<file path="config.mk">
export PLATFORM = sky130hd
export DESIGN_NAME = latch_bank
export DESIGN_NICKNAME = d
export VERILOG_FILES = /design/src/rtl/latch_bank_pkg.sv /design/src/rtl/latch_cell.sv /design/src/rtl/latch_bank.sv
export SDC_FILE = /design/constraint.sdc
export NUM_CORES = 1
export LEC_CHECK = 0
export BUFFER_PORTS_ARGS = -buffer_cell sky130_fd_sc_hd__buf_2
export CAP_MARGIN = 10
export CORE_MARGIN = 2
export CORE_UTILIZATION = 45
export CTS_CLUSTER_SIZE = 16
export DETAILED_ROUTE_END_ITERATION = 12
export PLACE_DENSITY = 0.75
export SLEW_MARGIN = 25
export SYNTH_ARGS = -nofsm -noshare
export SYNTH_HDL_FRONTEND = slang
export SYNTH_SLANG_ARGS = --single-unit
</file>
<file path="constraint.sdc">
create_clock -name clk -period 2.1 [get_ports clk]
set_input_delay 0.315 -clock clk [delete_from_list [all_inputs] [get_ports clk]]
set_output_delay 0.315 -clock clk [all_outputs]
set_load 0.1 [all_outputs]
</file>
<file path="src/rtl/latch_bank_pkg.sv">
// Shared types and slice helpers for the latch_bank storage primitive.
package latch_bank_pkg;

  typedef enum logic [1:0] {
    MODE_DLOAD  = 2'b00,
    MODE_SR     = 2'b01,
    MODE_SRD    = 2'b10,
    MODE_TOGGLE = 2'b11
  } mode_e;

  localparam int unsigned MODE_W = 32'd2;

  function automatic int unsigned chan_lsb(input int unsigned ch, input int unsigned width);
    return ch * width;
  endfunction

  function automatic int unsigned mode_lsb(input int unsigned ch);
    return ch * MODE_W;
  endfunction

endpackage

</file>
<file path="src/rtl/latch_cell.sv">
// One storage channel: per-bit mode decode, q register and sticky change flag.
module latch_cell
  import latch_bank_pkg::*;
#(
  parameter int unsigned            WIDTH     = 32'd8,
  parameter logic [WIDTH-1:0]       RESET_VAL = {WIDTH{1'b0}}
) (
  input  logic             clk,
  input  logic             rst_n,
  input  mode_e            mode,
  input  logic             en,
  input  logic [WIDTH-1:0] d,
  input  logic [WIDTH-1:0] s,
  input  logic [WIDTH-1:0] r,
  input  logic             clr_chg,
  output logic [WIDTH-1:0] q,
  output logic             chg
);

  logic [WIDTH-1:0] q_r;
  logic             chg_r;
  logic [WIDTH-1:0] q_nx_s;
  logic [WIDTH-1:0] load_s;
  logic             changed_s;

  // Next-state decode; bitwise forms give reset > set > load per bit.
  always_comb begin
    q_nx_s = q_r;
    load_s = en ? d : q_r;
    case (mode)
      MODE_DLOAD:  q_nx_s = load_s;
      MODE_SR:     q_nx_s = ~r & (s | q_r);
      MODE_SRD:    q_nx_s = ~r & (s | load_s);
      MODE_TOGGLE: q_nx_s = (s & r & ~q_r) | (s & ~r) | (~s & ~r & q_r);
      default:     q_nx_s = q_r;
    endcase
    changed_s = (q_nx_s != q_r);
  end

  // Storage and sticky flag; a change on the clearing edge keeps the flag set.
  always_ff @(posedge clk or negedge rst_n) begin
    if (!rst_n) begin
      q_r   <= RESET_VAL;
      chg_r <= 1'b0;
    end else begin
      q_r   <= q_nx_s;
      chg_r <= changed_s | (chg_r & ~clr_chg);
    end
  end

  assign q   = q_r;
  assign chg = chg_r;

endmodule

</file>
<file path="src/rtl/latch_bank.sv">
// Bank of independent latch_cell channels with a combined change interrupt.
module latch_bank
  import latch_bank_pkg::*;
#(
  parameter int unsigned      CHANNELS  = 32'd4,
  parameter int unsigned      WIDTH     = 32'd8,
  parameter logic [WIDTH-1:0] RESET_VAL = {WIDTH{1'b0}}
) (
  input  logic                      clk,
  input  logic                      rst_n,
  input  logic [2*CHANNELS-1:0]     mode,
  input  logic [CHANNELS-1:0]       en,
  input  logic [CHANNELS*WIDTH-1:0] d,
  input  logic [CHANNELS*WIDTH-1:0] s,
  input  logic [CHANNELS*WIDTH-1:0] r,
  input  logic [CHANNELS-1:0]       clr_chg,
  output logic [CHANNELS*WIDTH-1:0] q,
  output logic [CHANNELS-1:0]       chg,
  output logic                      irq
);

  for (genvar i = 0; i < CHANNELS; i++) begin : g_chan
    localparam int unsigned LSB  = chan_lsb(i, WIDTH);
    localparam int unsigned MLSB = mode_lsb(i);

    latch_cell #(
      .WIDTH     (WIDTH),
      .RESET_VAL (RESET_VAL)
    ) u_cell (
      .clk     (clk),
      .rst_n   (rst_n),
      .mode    (mode_e'(mode[MLSB +: 2])),
      .en      (en[i]),
      .d       (d[LSB +: WIDTH]),
      .s       (s[LSB +: WIDTH]),
      .r       (r[LSB +: WIDTH]),
      .clr_chg (clr_chg[i]),
      .q       (q[LSB +: WIDTH]),
      .chg     (chg[i])
    );
  end

  // Flags are registered, so the OR cannot glitch.
  assign irq = |chg;

endmodule

</file>
==> run summary <==
The floorplan step defined a die boundary enclosing 8720 µm². Counting flops with a built-in enable in the synthesized netlist gives 0. Grouping stages by cell kind, the critical path spends the most delay in simple AND/OR/NAND/NOR gates. After legalization and detailed placement, the total HPWL measured 8760 µm. The tightest slew margin relative to the limit was 0.608. Most common cell after layout, fill and taps aside: sky130_fd_sc_hd__buf_2.

The top flip-flop cell by instance count after synthesis is sky130_fd_sc_hd__dfrtp_1. Wires add up to 10,700 µm. The final antenna-violating net count is 0, and the number of rows in the core area is 32.

The worst setup path is captured at a flop. The initial antenna violation count is 0. The cell area that synthesis handed to floorplanning was 3590 µm². The final setup violation count was 0; the worst hold path depth was 2. The power per unit of standard cell area was 631 nW/µm². The share of the clock period used by the worst path was 0.946.

Counting both buffers and inverters, the worst setup path holds a total of 2. Counting every instance in the synthesized netlist gives 426. The tools report the startpoint of the most critical register-to-register path as g_chan[2].u_cell.q[4].

For the register-to-register path setup slack, the log shows 0.12 ns. The relative area change from synthesis to final layout is 37.7%, and the area share of the largest cell type after synthesis is 0.251. Data arrives at the worst endpoint at 2.14 ns.

The highest routed metal layer is met4. The endpoint identified for the worst register-to-register timing path is g_chan[2].u_cell.chg. Measured in cells, the most critical reg-to-reg path has a length of 6. The ratio of cells with drive above 1 in the final layout came out at 0.465. In this run the static leakage power is 2.39 nW.

In this run the tool buffered the top-level ports with 150 buffer cells. The pre-antenna-repair detailed-routing pass consisted of 4 iterations. The run gives 504 MHz as the highest clock frequency the design can meet. Detailed routing placed a total of 5120 µm of wire on met2.

Synthesis instantiated 55 different standard cells from the library. Summing all non-filler instances in the final layout gives an area of 4950 µm². The H-tree was split into 2 levels. The number of warnings printed during yosys synthesis is 0. The diode insertion count for antenna repair is 0.

The clock-pin slew on the worst setup and hold paths was 0.07 ns. The total area inside the core boundary comes to 7730 µm². Across the routed clock network, the largest skew measured is 0.00146 ns. Critical path required time: 2.26 ns.

For the overall global routing resource usage, the log shows 0.245. The starting utilization of the core area was 0.465; the worst-path maximum fanout was 6. The class of the most critical hold timing path was in2reg. Traced cell by cell, the critical path runs through buf_2 > inv_1 > ha_1 > nand2b_1 > o31ai_1 > xnor2_1 > nand4_1 > or4b_1.

In the final routed layout, each cell accounts on average for 14.9 µm. The synthesized design contains 36 register bits. The routed layout has 4,057 vias. For this design, the slowest cell found on the critical path is sky130_fd_sc_hd__or4b_1. Summed over all layers, the global routing overflow is 0.

After detailed routing, the number of remaining DRC violations is 0. The per-cell via count in the routed design is 5.62. After routing, the total negative slack on setup checks comes to 0 ns. After synthesis, the mean cell area works out to 8.44 µm². In this run the cell area measured after placement is 4820 µm².

The die is 93.4 µm tall. TritonCTS built the clock tree. X dimension of the die: 93.4 µm. The clock period could shrink to 1.99 ns. Clock tree synthesis inserted a total of 5 buffers. The run gives 0 as the hold violation count in the final report. Setup repair after global routing could not meet its margin everywhere. In this design, the stage delay of the slowest critical-path cell is 0.46 ns. At the pin with the least slew margin, the transition time is 0.580 ns. For the clock insertion delay at the later pin of the skew report, the log shows 0.28 ns. The first routing iteration left 136 violations. The number of maximum-capacitance violations came out at 0. The startpoint identified for the worst hold timing path is r[18]. The final layout contains 745 nets. The number of nets handed over by synthesis was 552.

The TritonCTS sink count was 36; the largest net degree at the start of global routing was 21. The final count of pins violating max slew is 0. The first global-routing pass estimated 17,700 µm of wire. The logs give 3,920 for the number of global-route vias before repair and 2 for the maximum number of buffers from clock root to sink.

The tools report the end point of the most critical hold path as g_chan[2].u_cell.q[2]. Routability-driven placement finished with a final weighted congestion of 0.830. STA classifies the critical path startpoint as an input pin. For the met3 routed wirelength, the log shows 610 µm.

The flow ran to the end, and the final reports show no timing, DRC or antenna violations. The most area-hungry cell type in the Yosys netlist is sky130_fd_sc_hd__dfrtp_1. The origin of the worst setup path is mode[5]. In this run the clock root is driven by a sky130_fd_sc_hd__clkbuf_8.

In this run the count of I/O pins placed on the die edge is 151. Leaving out fill and tap cells, the most frequent cells in the layout are 150 x sky130_fd_sc_hd__buf_2, 56 x sky130_fd_sc_hd__buf_4, 54 x sky130_fd_sc_hd__nand2_1. In the post-synthesis netlist, the biggest area contributors are sky130_fd_sc_hd__dfrtp_1 25%, sky130_fd_sc_hd__mux2_2 6.6%, sky130_fd_sc_hd__nand2_1 5.7%.

After detailed routing, the wire length on met1 is 4880 µm. The post-synthesis async set-or-reset flop share came out at 1.00. The critical path is of the in2reg type. The maximum vdd drop is 0.351 mV, and the sequential area share after synthesis is 0.251.
-- worst max path at each step --
stage | end | slack (ns) | depth (start not counted)
after global routing | g_chan[2].u_cell.chg | -0.01 | 8
after detailed placement | g_chan[2].u_cell.chg | -0.27 | 9
final | g_chan[2].u_cell.chg | 0.11 | 8
after floorplan | g_chan[1].u_cell.chg | -0.02 | 5
after global placement | g_chan[2].u_cell.chg | -0.17 | 9
after CTS | g_chan[2].u_cell.chg | 0.03 | 9
-- timing repair --
item | CTS | global route
hold buffers | 1 | 0
setup endpoints to repair | 0 | 3
setup buffers | 0 | 0
resized for setup | 0 | 9
endpoints found under the hold margin | 18 | 0
-- stage by stage --
| step | hold WS, ns | cells | utilization | power (mW) | worst slack (ns) |
|---|---|---|---|---|---|
| final | 0.263 | 722 | 0.640 | 3.12 | 0.114 |
| after global routing | 0.259 | 722 | 0.640 | 3.31 | -0.0137 |
| after CTS | 0.254 | 722 | 0.637 | 3.13 | 0.0303 |
| after detailed placement | 0.289 | 713 | 0.624 | 2.61 | -0.273 |
| after global placement | 0.280 | 713 | 0.624 | 2.57 | -0.173 |
| after floorplan | 0.0194 | 426 | - | 2.14 | -0.0204 |
-- cell families after synthesis --
logic type / count (synthesis) / share of synthesized area
compound gates: 132 / 0.267
xor+xnor: 28 / 0.0682
simple gates: 149 / 0.218
fa+ha+maj: 12 / 0.0418
mux: 31 / 0.101
flops: 36 / 0.251
buf+inv: 38 / 0.0540
-- registers in the layout (all words and copies together) (netlist names) --
| signal | flops |
|---|---|
| g_chan.u_cell.q | 32 |
| g_chan.u_cell.chg | 4 |
-- power by group --
group	leakage [nW]	switching, mW	total [mW]	internal, mW
Sequential	0.413	0.157	0.950	0.793
Combinational	1.93	1.12	1.66	0.546
Clock	0.0455	0.241	0.508	0.268
-- cell usage after synthesis, types with 3 or more instances --
library cell and number:
sky130_fd_sc_hd__a31oi_1 6, sky130_fd_sc_hd__ha_1 12, sky130_fd_sc_hd__o211ai_1 15, sky130_fd_sc_hd__xor2_1 20, sky130_fd_sc_hd__a32oi_1 10, sky130_fd_sc_hd__or2_2 10, sky130_fd_sc_hd__and3_1 19, sky130_fd_sc_hd__buf_2 7
sky130_fd_sc_hd__nor2b_1 9, sky130_fd_sc_hd__buf_4 5, sky130_fd_sc_hd__dfrtp_1 36, sky130_fd_sc_hd__o311ai_0 13, sky130_fd_sc_hd__xnor2_1 8, sky130_fd_sc_hd__mux2_4 5, sky130_fd_sc_hd__a221oi_1 3, sky130_fd_sc_hd__mux2i_1 5
sky130_fd_sc_hd__nand2b_1 12, sky130_fd_sc_hd__a211o_1 3, sky130_fd_sc_hd__nor3_1 11, sky130_fd_sc_hd__o31ai_1 10, sky130_fd_sc_hd__a211oi_1 26, sky130_fd_sc_hd__clkbuf_1 6, sky130_fd_sc_hd__nand2_1 55, sky130_fd_sc_hd__a221o_1 3
sky130_fd_sc_hd__o21ai_0 13, sky130_fd_sc_hd__and3_2 7, sky130_fd_sc_hd__inv_1 16, sky130_fd_sc_hd__nor2_1 10, sky130_fd_sc_hd__mux2_2 21, sky130_fd_sc_hd__a21oi_1 18, sky130_fd_sc_hd__nand4_1 3
-- routing by layer --
metal,GRT usage,vias up
met4,0.0748,0
met2,0.421,145
met5,0,-
met1,0.321,1890
li1,-,2009
met3,0.0330,13
-- layout make-up --
class,instances,area (µm²)
timing repair buffer,208,1200
multi-input combinational,352,2540
fill,664,2780
inverter,16,60.1
sequential,36,931
clock buffer,8,90.1
tap,102,128
(Power assumes the default switching activity.)
